<file path="src/rtl/wash_pkg.sv">
// Shared definitions for the washing-machine phase timer: controller phase
// codes, default phase durations and the clk_freq encoding.
package wash_pkg;

  // Phase codes as driven by the phase controller FSM
  typedef enum logic [2:0] {
    PH_IDLE  = 3'b000,
    PH_FILL  = 3'b001,
    PH_WASH  = 3'b011,
    PH_RINSE = 3'b111,
    PH_SPIN  = 3'b110
  } phase_e;

  // clk_freq encoding: ticks per second = BASE_CLK_HZ << code
  typedef enum logic [1:0] {
    FREQ_1X = 2'd0,
    FREQ_2X = 2'd1,
    FREQ_4X = 2'd2,
    FREQ_8X = 2'd3
  } freq_e;

  // Default phase durations (seconds) and clocking
  localparam int unsigned FILL_TIME_DEF  = 120;
  localparam int unsigned WASH_TIME_DEF  = 300;
  localparam int unsigned RINSE_TIME_DEF = 120;
  localparam int unsigned SPIN_TIME_DEF  = 60;
  localparam int unsigned BASE_CLK_DEF   = 1000000;
  localparam int unsigned SEC_W_DEF      = 10;

  // True for the four running phases; Idle and illegal codes are not active
  function automatic logic phase_active(input logic [2:0] code);
    case (code)
      PH_FILL, PH_WASH, PH_RINSE, PH_SPIN: phase_active = 1'b1;
      default:                             phase_active = 1'b0;
    endcase
  endfunction

endpackage

</file>
<file path="src/rtl/wash_sec_prescaler.sv">
// Divides the system clock down to a one-cycle pulse per second. The divide
// ratio is BASE_CLK_HZ << freq and only advances while enable is high.
module wash_sec_prescaler
  import wash_pkg::*;
#(
  parameter int unsigned BASE_CLK_HZ = BASE_CLK_DEF
) (
  input  logic       clk,
  input  logic       rst_n,
  input  logic [1:0] freq,
  input  logic       clear,
  input  logic       enable,
  output logic       sec_tick,
  output logic       pre_zero
);

  localparam int unsigned PW = $clog2(8 * BASE_CLK_HZ);
  localparam int unsigned TW = PW + 1;

  logic [PW-1:0] cnt;
  logic [TW-1:0] tps;
  logic          at_top;

  assign tps      = TW'(BASE_CLK_HZ) << freq;
  assign at_top   = ({1'b0, cnt} == (tps - 1'b1));
  assign sec_tick = enable && at_top;
  assign pre_zero = (cnt == '0);

  // Prescaler count: cleared on request, wraps at TPS-1 while enabled
  always_ff @(posedge clk or negedge rst_n) begin
    if (!rst_n) begin
      cnt <= '0;
    end else if (clear) begin
      cnt <= '0;
    end else if (enable) begin
      cnt <= at_top ? '0 : cnt + 1'b1;
    end
  end

endmodule

</file>
<file path="src/rtl/wash_phase_timer.sv">
// Phase-duration timer feeding the washing-machine phase controller.
// Counts seconds against the active phase target and flags completion.
// Optional feature macro: WASH_TIMER_PAUSE_EN (honour timer_pause in Spin).
module wash_phase_timer
  import wash_pkg::*;
#(
  parameter int unsigned FILL_TIME_S  = FILL_TIME_DEF,
  parameter int unsigned WASH_TIME_S  = WASH_TIME_DEF,
  parameter int unsigned RINSE_TIME_S = RINSE_TIME_DEF,
  parameter int unsigned SPIN_TIME_S  = SPIN_TIME_DEF,
  parameter int unsigned BASE_CLK_HZ  = BASE_CLK_DEF,
  parameter int unsigned SEC_W        = SEC_W_DEF
) (
  input  logic             clk,
  input  logic             rst_n,
  input  logic [1:0]       clk_freq,
  input  logic [2:0]       phase,
  input  logic             cnt_keep,
  input  logic             double_wash,
  input  logic             timer_pause,
  output logic             state_finish,
  output logic             sec_tick,
  output logic [SEC_W-1:0] remaining_s
);

  freq_e            freq_q;
  logic             dw_q;
  logic             armed_q;
  logic [SEC_W-1:0] sec_q;

  logic             active;
  logic             clear;
  logic             pre_zero;
  logic             wash_start;
  logic             dw_eff;
  logic             saturated;
  logic             paused;
  logic             enable;
  logic             tick;
  logic [SEC_W-1:0] target;

  assign active = phase_active(phase);
  assign clear  = !cnt_keep || !active;

`ifdef WASH_TIMER_PAUSE_EN
  assign paused = timer_pause && (phase == PH_SPIN);
`else
  logic pause_unused;
  assign pause_unused = timer_pause;
  assign paused       = 1'b0;
`endif

  // Target selection; the double-wash request is seen transparently in the
  // cycle it is latched so remaining_s is correct from the first Wash cycle.
  always_comb begin
    wash_start = (phase == PH_WASH) && (sec_q == '0) && pre_zero;
    dw_eff     = wash_start ? double_wash : dw_q;
    target     = '0;
    case (phase_e'(phase))
      PH_FILL:  target = SEC_W'(FILL_TIME_S);
      PH_WASH:  target = dw_eff ? SEC_W'(2 * WASH_TIME_S) : SEC_W'(WASH_TIME_S);
      PH_RINSE: target = SEC_W'(RINSE_TIME_S);
      PH_SPIN:  target = SEC_W'(SPIN_TIME_S);
      default:  target = '0;
    endcase
  end

  assign saturated = (sec_q >= target);
  // armed_q blocks counting after an asynchronous reset until the next clear
  assign enable    = armed_q && !clear && !saturated && !paused;

  wash_sec_prescaler #(
    .BASE_CLK_HZ(BASE_CLK_HZ)
  ) u_prescaler (
    .clk      (clk),
    .rst_n    (rst_n),
    .freq     (freq_q),
    .clear    (clear),
    .enable   (enable),
    .sec_tick (tick),
    .pre_zero (pre_zero)
  );

  // Frequency latch, arm flag and seconds counter
  always_ff @(posedge clk or negedge rst_n) begin
    if (!rst_n) begin
      freq_q  <= FREQ_1X;
      armed_q <= 1'b0;
      sec_q   <= '0;
    end else if (clear) begin
      freq_q  <= freq_e'(clk_freq);
      armed_q <= 1'b1;
      sec_q   <= '0;
    end else if (tick) begin
      sec_q   <= sec_q + 1'b1;
    end
  end

  // Double-wash latch: captured at the start of Wash, dropped in Idle
  always_ff @(posedge clk or negedge rst_n) begin
    if (!rst_n) begin
      dw_q <= 1'b0;
    end else if (!active) begin
      dw_q <= 1'b0;
    end else if (wash_start) begin
      dw_q <= double_wash;
    end
  end

  assign sec_tick     = tick;
  assign state_finish = armed_q && active && saturated;
  assign remaining_s  = (armed_q && active && !saturated) ? (target - sec_q) : '0;

endmodule

</file>
<file path="config.mk">
export PLATFORM = sky130hd
export DESIGN_NAME = wash_phase_timer
export DESIGN_NICKNAME = d
export VERILOG_FILES = /design/src/rtl/wash_pkg.sv /design/src/rtl/wash_sec_prescaler.sv /design/src/rtl/wash_phase_timer.sv
export SDC_FILE = /design/constraint.sdc
export NUM_CORES = 1
export LEC_CHECK = 0
export CAP_MARGIN = 20
export CORE_MARGIN = 2
export CORE_UTILIZATION = 33
export DETAILED_ROUTE_END_ITERATION = 16
export PLACE_DENSITY_LB_ADDON = 0.25
export SLEW_MARGIN = 20
export SYNTH_ARGS = -nofsm -noshare
export SYNTH_HDL_FRONTEND = slang
export SYNTH_SLANG_ARGS = --single-unit
</file>
<file path="constraint.sdc">
create_clock -name clk -period 5.04 [get_ports clk]
set_input_delay 0.504 -clock clk [delete_from_list [all_inputs] [get_ports clk]]
set_output_delay 0.504 -clock clk [all_outputs]
set_load 0.05 [all_outputs]
</file>
# == Yosys cells after proc, flatten, opt, wreduce, memory -nomap -nowiden ==
# Cells that the tools add are included.
# Widths: inputs -> output; s select.
# word_totals
word_cells,46
out_inout_bits,12
register_bits,37
in_bits,10
# op_classes
n_reduce_logical,19
n_shift,1
magnitude_cmp,1
n_addsub,4
mux,11
n_eq_ne,5
# op_table
cell,n
$mux 23,3
$mux 10,4
$pmux 10 s3,1
$eq 23x24->1,1
$shl 20x2->24 const A,1
$sub 24x1->24 const B,1
$add 23x1->23 const B,1
$logic_not 23->1,1
$add 10x1->10 const B,1
$ge 10x10->1,1
$logic_not 10->1,1
$sub 10x10->10,1
$logic_and 1x1->1,8
$eq 3x3->1 const B,2
$logic_not 1->1,4
$reduce_bool 2->1,2
$reduce_or 4->1,1
$eq 3x1->1 const B,1
$eq 3x2->1 const B,1
$mux 1,3
$reduce_or 2->1,1
$logic_or 1x1->1,1

# == Depth between registers and ports, before layout ==
# Gate-level depths: netlist (run 1).
# depth
depth_word,12
ltp_mapped,16
mapped_depth_nobuf,15

# == Cells and area by module ==
# From an unflattened synthesis (run 1), not the netlist that was laid out.
# hier_totals
hier_cells,335
hier_area_um2,2924.1
# by_module_without_submodules
module,area_each_um2,n_inst,cells_each,seq_area_each_um2
wash_sec_prescaler,1632.8,1,184,575.6
wash_phase_timer,1291.2,1,151,350.3

# == Least setup slack after synthesis (run 1) ==
# Ideal clock, no wire load.
# synth_path
path_type,reg2out
from,reg sec_q[0]
to,out remaining_s[8]
required_ns,4.536
path_buffers,1
path_slack_ns,0.710
path_stages_with_launch,16
arrival_ns,3.826
cell_sequence,dfrtp_1 > inv_1 > ha_1 > nand2_1 > nor3_1 > nand4_1 > nor4_1 > mux2i_1 > a32o_1 > ha_1 > a211oi_1 > o31ai_2 > a221o_1 > nand2_1 > clkbuf_1 > a21oi_1
# synth_via
elab_chain_cells,10
word_cells_on_any_way,11
classes_between,1 x add/sub; 1 x order compare; 4 x mux; 5 x reduce/logical
# synth_lines
element,line,text
start: declaration,wash_phase_timer.sv:29,logic [SEC_W-1:0] sec_q;
start signal: assignment,wash_phase_timer.sv:95,sec_q <= sec_q + 1'b1;
$logic_not 10->1,wash_phase_timer.sv:56,wash_start = (phase == PH_WASH) && (sec_q == '0) && pre_zero;
$logic_and 1x1->1 (2 in a row),wash_phase_timer.sv:56,
$mux 1,n/a,
$mux 10,wash_phase_timer.sv:61,PH_WASH: target = dw_eff ? SEC_W'(2 * WASH_TIME_S) : SEC_W'(WASH_TIME_S);
$pmux 10 s3,wash_phase_timer.sv:59,case (phase_e'(phase))
$ge 10x10->1,wash_phase_timer.sv:68,assign saturated = (sec_q >= target);
$logic_not 1->1,wash_phase_timer.sv:112,assign remaining_s = (armed_q && active && !saturated) ? (target - sec_q) : '0;
$logic_and 1x1->1,wash_phase_timer.sv:112,
$mux 10 (*),wash_phase_timer.sv:112,
end: declaration,wash_phase_timer.sv:23,output logic [SEC_W-1:0] remaining_s
# Every way passes the cells marked *; elsewhere a longest branch is shown, timed or not.

# == Worst setup path in the final report (run 1) ==
# layout_path
from,in phase[1]
to,out remaining_s[9]
# layout_via
elab_chain_cells,10
word_cells_on_any_way,18
classes_between,1 x add/sub; 1 x order compare; 4 x eq/ne; 5 x mux; 7 x reduce/logical
# layout_lines
element,line,text
start: declaration,wash_phase_timer.sv:17,"input logic [2:0] phase,"
$eq 3x2->1,"wash_pkg.sv:32, wash_phase_timer.sv:56, wash_phase_timer.sv:59",
$logic_and 1x1->1 (2 in a row),wash_phase_timer.sv:56,
$mux 1,n/a,
$mux 10,wash_phase_timer.sv:61,
$pmux 10 s3,wash_phase_timer.sv:59,
$ge 10x10->1,wash_phase_timer.sv:68,
$logic_not 1->1,wash_phase_timer.sv:112,
$logic_and 1x1->1,wash_phase_timer.sv:112,
$mux 10 (*),wash_phase_timer.sv:112,
# Marks and branches as above.

==> results of run 1 <==
-- kinds of logic (layout without fill, tap and decap cells) --
family	after synthesis	after routing	share of synthesized area (%)
flops	37	37	31.32
compound gates	82	82	18.03
xor+xnor	20	20	5.925
mux	4	4	1.354
fa+ha+maj	19	19	8.041
simple gates	159	159	29.62
buf+inv	43	63	5.713
-- layout by cell type (no fill, tap or decap), drive strengths merged, types with 2 or more instances in the layout --
cell type,instances
a211oi,2
a21o,2
a21oi,25
a22o,2
a22oi,2
a31oi,7
and2,4
and3,8
and4,4
buf,24
clkbuf,7
clkdlybuf4s50,7
dfrtp,37
ha,19
inv,25
mux2i,4
nand2,33
nand3,20
nand3b,2
nand4,14
nand4b,4
nor2,32
nor3,11
nor4,9
o21ai,18
o311ai,4
o31ai,7
o41ai,2
or3,5
or4,5
xnor2,12
xor2,8
-- routing by layer --
metal / vias up / routed length [um]
met3: 7 / 375
li1: 1372 / -
met2: 73 / 3839
met1: 1379 / 3831
met5: - / 0
met4: 0 / 84
-- area by class of cell --
cell class / instances / area [um2] / share of cell area, %
Multi-Input combinational cell: 284 / 1867 / 55.01
Tap cell: 108 / 135.1 / 3.982
Inverter: 25 / 93.84 / 2.765
Sequential cell: 37 / 925.9 / 27.29
Clock buffer: 7 / 86.33 / 2.544
Timing Repair Buffer: 31 / 285.3 / 8.407
-- worst max-delay path: stages --
cell and delay (ns):
sky130_fd_sc_hd__clkdlybuf4s50_1 0.50, sky130_fd_sc_hd__inv_1 0.08, sky130_fd_sc_hd__nor2_1 0.23, sky130_fd_sc_hd__nand2_1 0.16
sky130_fd_sc_hd__nor4_1 0.34, sky130_fd_sc_hd__mux2i_1 0.12, sky130_fd_sc_hd__buf_4 0.17, sky130_fd_sc_hd__a32o_1 0.26
sky130_fd_sc_hd__ha_1 0.34, sky130_fd_sc_hd__or3b_2 0.48, sky130_fd_sc_hd__a211oi_2 0.28, sky130_fd_sc_hd__a21o_1 0.21
sky130_fd_sc_hd__a31oi_1 0.11, sky130_fd_sc_hd__xor2_1 0.15, sky130_fd_sc_hd__nor2_1 0.09, sky130_fd_sc_hd__buf_4 0.21
-- flip-flops by register name, indices dropped and copies added, names as in the netlist --
name	cells
armed_q	1
u_prescaler.cnt	23
freq_q	2
sec_q	10
dw_q	1
-- metrics by stage --
step / instances / area, um2 / util (%) / hold WS (ns)
detailed placement: 485 / 3302 / 37.86 / 0.4822
finish: 492 / 3393 / 38.91 / 0.3292
global route: 492 / 3393 / 38.91 / 0.4098
floorplan: 364 / 2957 / - / 0.2084
CTS: 492 / 3388 / 38.85 / 0.3666
global placement: 485 / 3302 / 37.86 / 0.4779
-- path summary, 6_finish.rpt --
kind | endpoint | cells past startpoint
worst min-delay path | u_prescaler.cnt[12] | 1
min in group clk | armed_q | 1
worst max register to register | sec_q[7] | 17
max in group asynchronous | u_prescaler.cnt[15] | 1
worst max-delay path | remaining_s[9] | 16
worst min register to register | armed_q | 1
-- power by group --
part           internal [W]  total (W)  switching (W)
sequential         0.000300   0.000304     0.00000413
combinational     0.0000686   0.000184       0.000116
clock              0.000109   0.000212       0.000103
==> metrics.log, run 1 <==
[metrics] Yosys top cell area share: 31.32%
[metrics] max-slew headroom at the worst pin: 42.14%
[metrics] number of setup buffers added after CTS: 0
[metrics] proportion of register bits with asynchronous set or reset after synthesis: 100.0%
[metrics] Die Span Y: 98.66 um
[metrics] type of the tightest min-delay check: input port to async pin
[metrics] endpoint type of the worst setup path: output port
[metrics] Root Buffer Master: sky130_fd_sc_hd__clkbuf_8
[metrics] setup_tns: 0 ns
[metrics] Nets: 413
[metrics] Worst Max-Slew Pin Slew: 0.8680 ns
[metrics] overall via count from detail_route: 2831
[metrics] Fin Clk Skew: 0.006534 ns
[metrics] run status: finished clean
[metrics] number of synthesized register bits: 37
[metrics] power per cell area: 206.2 nW/um2
[metrics] number of clock buffers inserted by TritonCTS: 5
[metrics] area growth from synthesis to layout: 14.77%
[metrics] clock latency of the later-clocked register in the worst-skew pair: 0.29 ns
[metrics] io pins: 22
[metrics] final wirelength: 8130 um
[metrics] top cells by count, synth: sky130_fd_sc_hd__dfrtp_1 (37), sky130_fd_sc_hd__nand2_1 (32), sky130_fd_sc_hd__nor2_1 (32)
[metrics] Final Hold Viols: 0
[metrics] Max Cap Viol: 0
[metrics] DIE WIDTH: 98.66 um
[metrics] Mapped Area: 2957 um2
[metrics] highest net fanout along the worst path: 7
[metrics] Arrival @ worst endpoint: 4.24 ns
[metrics] number of diodes added for antenna fixing: 0
[metrics] post-synth top area cell: sky130_fd_sc_hd__dfrtp_1
[metrics] share of cells above drive strength 1: 11.20%
[metrics] Fillers: 886
[metrics] unrepaired setup endpoints after global routing: no
[metrics] global route total overflow: 0
[metrics] Setup crit start: phase[1]
[metrics] fraction of the yosys area taken by sequential cells: 31.32%
[metrics] Buffers on Ports: 20
[metrics] pre-CTS setup slack: 0.1593 ns
[metrics] clock transition time at the flip-flop clock pins of the worst setup and hold paths: 0.07 ns
[metrics] H-tree levels: 2
[metrics] final routed wire length divided by cell count: 16.52 um
[metrics] CP required: 4.54 ns
[metrics] Synth Net Count: 393
[metrics] number of global-route vias before repair: 2742
[metrics] max-slew violation count: 0
[metrics] placement row count: 34
[metrics] post-layout minimum cycle time: 4.742 ns
[metrics] post-synth cell types: 59
[metrics] initial DRC count: 170
[metrics] leading cell type by number of instances after synthesis: sky130_fd_sc_hd__dfrtp_1
[metrics] global placer's final weighted congestion: 0.8374
[metrics] DRC violation count after routing: 0
[metrics] type of the worst setup path: input port to output port
[metrics] hold-fix buffers at CTS: 0
[metrics] met3 routing resource usage after global routing: 1.986%
[metrics] first-pass GRT wire length: 13810 um
[metrics] worst-case vdd ir drop: 85.43 uV
[metrics] via-per-instance ratio: 5.754
[metrics] final setup violating endpoints: 0
[metrics] dpl hpwl: 6017 um
[metrics] Leakage: 1.346 nW
[metrics] GR Util All Layers: 17.33%
[metrics] Worst R2R Start: sec_q[0]
[metrics] Synth area leaders: sky130_fd_sc_hd__dfrtp_1 (31%), sky130_fd_sc_hd__ha_1 (8.0%), sky130_fd_sc_hd__a21oi_1 (4.2%), sky130_fd_sc_hd__nand2_1 (4.1%), sky130_fd_sc_hd__nor2_1 (4.1%)
[metrics] mean post-synth cell area: 8.122 um2
[metrics] GRT busiest layer: met2
[metrics] Setup WS post-layout: 0.2978 ns
[metrics] die area: 9733 um2
[metrics] global routing usage on met2: 28.21%
[metrics] pin count of the biggest net entering global routing: 38
[metrics] met1 layer usage reported by global route: 24.80%
[metrics] CORE AREA: 8721 um2
[metrics] Fmax: 210.9 MHz
[metrics] total clock sinks: 37
[metrics] number of routed nets with antenna violations: 0
[metrics] part of the cycle the worst path needs: 94.09%
[metrics] initial core utilization: 33.90%
[metrics] most used flip-flop cell after synthesis: sky130_fd_sc_hd__dfrtp_1
[metrics] Critical Path Start Type: input port
[metrics] clock tree from TritonCTS: yes
[metrics] synthesis warning total: 0
[metrics] deepest clock path buffer count: 2
[metrics] number of gates resized after CTS: 0
[metrics] total power: 0.0006999 W
[metrics] EDFF count, synth: 0
[metrics] iteration count of the initial detailed-routing pass: 4
[metrics] R2R setup slack: 0.72 ns
[metrics] gate count of the mapped netlist: 364
[metrics] initial antenna violation count: 0
Note: power is estimated with default switching activity, not from simulation.
==> run 2: changes to the inputs <==
Settings changed: CELL_PAD_IN_SITES_DETAIL_PLACEMENT set to 2, CELL_PAD_IN_SITES_GLOBAL_PLACEMENT set to 2, RECOVER_POWER set to 25.
==> metrics.log, run 2 (synthesis results as in run 1) <==
[metrics] run status: finished, violations left
[metrics] violations in the final reports: capacitance limit, slew limit
[metrics] worst setup path endpoint: remaining_s[9]
[metrics] Buffers on Ports: 20 (unchanged)
[metrics] global placer's final weighted congestion: 0.8206 (-2.0%)
[metrics] type of the tightest min-delay check: register to register
[metrics] number of clock buffers inserted by TritonCTS: 5 (unchanged)
[metrics] Fin Hold WS: 0.5019 ns (+0.1727 ns)
[metrics] Worst Max-Slew Pin Slew: 2.285 ns (+1.417 ns)
[metrics] Arrival @ worst endpoint: 4.25 ns (about the same)
[metrics] Die Span Y: 98.66 um (unchanged)
[metrics] number of diodes added for antenna fixing: 0 (unchanged)
[metrics] power per cell area: 224.9 nW/um2 (+9.0%)
[metrics] fraction of power spent switching nets: 31.43% (-0.45 points)
[metrics] Setup WS post-layout: 0.2840 ns (-0.01375 ns)
[metrics] type of the worst setup path: input port to output port
[metrics] number of routed nets with antenna violations: 0 (unchanged)
[metrics] most frequent cells in the layout: sky130_fd_sc_hd__dfrtp_1 (37), sky130_fd_sc_hd__nor2_1 (32), sky130_fd_sc_hd__nand2_1 (31)
[metrics] area growth from synthesis to layout: 16.25%
[metrics] sw power: 0.0002429 W (+8.9%)
[metrics] routed length on met3: 169 um (-55%)
[metrics] Nets: 413 (unchanged)
[metrics] part of the power in registers: 39.3% (-4.1 points)
[metrics] deepest clock path buffer count: 2 (unchanged)
[metrics] CP required: 4.54 ns (about the same)
[metrics] pre-CTS setup slack: 0.1542 ns (-0.005157 ns)
[metrics] Cell Count Post-Placement: 485 (unchanged)
[metrics] clock tree from TritonCTS: yes
[metrics] max-slew violation count: 38 (+38)
[metrics] Max Cap Viol: 1 (+1)
[metrics] highest net fanout along the worst path: 4 (-3)
[metrics] met2 routed wirelength: 5206 um (+36%)
[metrics] via-per-instance ratio: 5.915 (+2.8%)
[metrics] CORE AREA: 8721 um2 (unchanged)
[metrics] number of global-route vias before repair: 3089 (+13%)
[metrics] final cell count without fillers: 493 (+0.20%)
[metrics] R2R setup slack: 0.68 ns (-0.04 ns)
[metrics] Final Hold Viols: 0 (unchanged)
[metrics] max reg flops: 23 (unchanged)
[metrics] final wirelength: 9900 um (+22%)
[metrics] share of cells above drive strength 1: 11.43% (+0.23 points)
[metrics] part of the cycle the worst path needs: 94.36% (+0.27 points)
[metrics] global route total overflow: 0 (unchanged)
[metrics] GR Util All Layers: 21.06% (+3.7 points)
[metrics] initial core utilization: 33.90% (unchanged)
[metrics] Fmax: 210.3 MHz (-0.29%)
[metrics] endpoint type of the worst setup path: output port
[metrics] Top Layer Used: met4
[metrics] initial DRC count: 78 (-54%)
[metrics] H-tree levels: 2 (unchanged)
[metrics] Largest regs: u_prescaler.cnt: 23 flops, sec_q: 10 flops, freq_q: 2 flops
[metrics] clock latency of the later-clocked register in the worst-skew pair: 0.30 ns (about the same)
[metrics] first-pass GRT wire length: 16450 um (+19%)
[metrics] critical path, cell by cell: clkdlybuf4s50_1 > inv_1 > nor2_1 > nand2_1 > nor4_2 > mux2i_1 > a32o_1 > ha_1 > or3b_2 > a211oi_1 > a21o_1 > a31oi_1 > xor2_1 > nor2_1 > buf_4
[metrics] overall via count from detail_route: 2916 (+3.0%)
[metrics] cell-internal power: 0.0005300 W (+11%)
[metrics] total power: 0.0007729 W (+10%)
[metrics] Worst path slowest cell: sky130_fd_sc_hd__clkdlybuf4s50_1
[metrics] clock transition time at the flip-flop clock pins of the worst setup and hold paths: 0.08 ns (about the same)
[metrics] Worst Reg2Reg Path Length in Cells: 16 (-1)
[metrics] Fin Clk Skew: 0.005341 ns (-0.001193 ns)
[metrics] worst stage delay on the critical path: 0.51 ns (about the same)
[metrics] final setup violating endpoints: 0 (unchanged)
[metrics] Setup crit start: phase[1]
[metrics] io pins: 22 (unchanged)
[metrics] Leakage: 1.365 nW (+1.4%)
[metrics] wl on met1: 4432 um (+16%)
[metrics] dpl hpwl: 7378 um (+23%)
[metrics] area of combinational cells with multiple inputs: 1882 um2 (+0.80%)
[metrics] placement row count: 34 (unchanged)
[metrics] Root Buffer Master: sky130_fd_sc_hd__clkbuf_8
[metrics] pin count of the biggest net entering global routing: 38 (unchanged)
[metrics] portion of total power attributed to combinational logic: 24.7% (-1.6 points)
[metrics] iteration count of the initial detailed-routing pass: 4 (unchanged)
[metrics] register area: 925.9 um2 (unchanged)
[metrics] Critical R2R Capture: sec_q[9]
[metrics] max-slew headroom at the worst pin: -52.34% (-94 points)
[metrics] critical path's most frequent cell: sky130_fd_sc_hd__nor2_1
[metrics] final routed wire length divided by cell count: 20.08 um (+22%)
[metrics] DRC violation count after routing: 0 (unchanged)
[metrics] fraction of power consumed by the clock network: 36.0% (+5.7 points)
[metrics] Fillers: 1014 (+14%)
[metrics] initial antenna violation count: 0 (unchanged)
[metrics] post-layout minimum cycle time: 4.756 ns (+0.01375 ns)
[metrics] register containing the most flip-flops in the final layout: u_prescaler.cnt
[metrics] hold-fix buffers at CTS: 0 (unchanged)
[metrics] DIE WIDTH: 98.66 um (unchanged)
[metrics] setup_tns: 0 ns (unchanged)
[metrics] unrepaired setup endpoints after global routing: no
[metrics] Worst R2R Start: sec_q[0]
[metrics] die area: 9733 um2 (unchanged)
[metrics] total clock sinks: 37 (unchanged)
[metrics] leading cell type in the layout, fill and taps excluded: sky130_fd_sc_hd__dfrtp_1
[metrics] Critical Path Start Type: input port
[metrics] worst-case vdd ir drop: 82.53 uV (-3.4%)
==> run 2: cell types whose count changed in the layout (fill, tap and decap cells not counted), sizes merged <==
cell | previous run | this run
buf | 24 | 23
bufinv | 0 | 1
clkbuf | 7 | 8
==> run 2: layer usage <==
| layer | up-vias | global-route usage [%] |
|---|---|---|
| met1 | 1515 | 26.38 |
| met4 | 0 | 5.479 |
| met2 | 30 | 38.41 |
| met3 | 8 | 2.411 |
| li1 | 1363 | - |
| met5 | - | 0 |
==> run 2: power groups by stage <==
stage / logic [W] / clock network, W / registers (W)
5_1_grt: 0.000208 / 0.000298 / 0.000305
4_1_cts: 0.000191 / 0.000288 / 0.000304
6_report: 0.000191 / 0.000278 / 0.000304
2_1_floorplan: 0.000120 / 0 / 0.000309
3_3_place_gp: 0.000185 / 0 / 0.000310
3_5_place_dp: 0.000190 / 0 / 0.000310
==> run 2: layout make-up <==
cell class                 count  share of cell area (%)
multi-input combinational    284                   54.75
sequential                    37                   26.94
timing repair buffer          31                   8.264
tap                          108                   3.932
inverter                      25                   2.730
clock buffer                   7                   2.512
clock inverter                 1                  0.8737
==> run 2: critical path, delay by kind of cell <==
family | cells | cell delay, ns
AO/OA/AOI/OAI | 4 | 0.97
XOR/XNOR | 1 | 0.15
adder cells (fa/ha/maj) | 1 | 0.33
buffers and inverters | 3 | 0.81
multiplexers | 1 | 0.15
AND/OR/NAND/NOR | 5 | 1.31
==> run 2: what timing repair did <==
item / CTS / global route
setup buffers: 0 / 0
gates resized for setup: 0 / 3
setup endpoints to repair: 0 / 10
==> run 2: worst min-delay path by stage <==
| stage | cells after the start | from | endpoint | slack [ns] |
|---|---|---|---|---|
| after floorplan | 0 | rst_n | armed_q | 0.21 |
| after global placement | 1 | armed_q | armed_q | 0.48 |
| after detailed placement | 1 | armed_q | armed_q | 0.49 |
| after CTS | 1 | rst_n | u_prescaler.cnt[14] | 0.38 |
| after global routing | 1 | armed_q | armed_q | 0.54 |
| final | 1 | armed_q | armed_q | 0.50 |
==> run 2: stage by stage <==
step | utilization (%) | area (um2)
floorplan | - | 2957
global placement | 37.86 | 3302
detailed placement | 37.86 | 3302
CTS | 39.20 | 3418
global route | 39.41 | 3437
finish | 39.41 | 3437
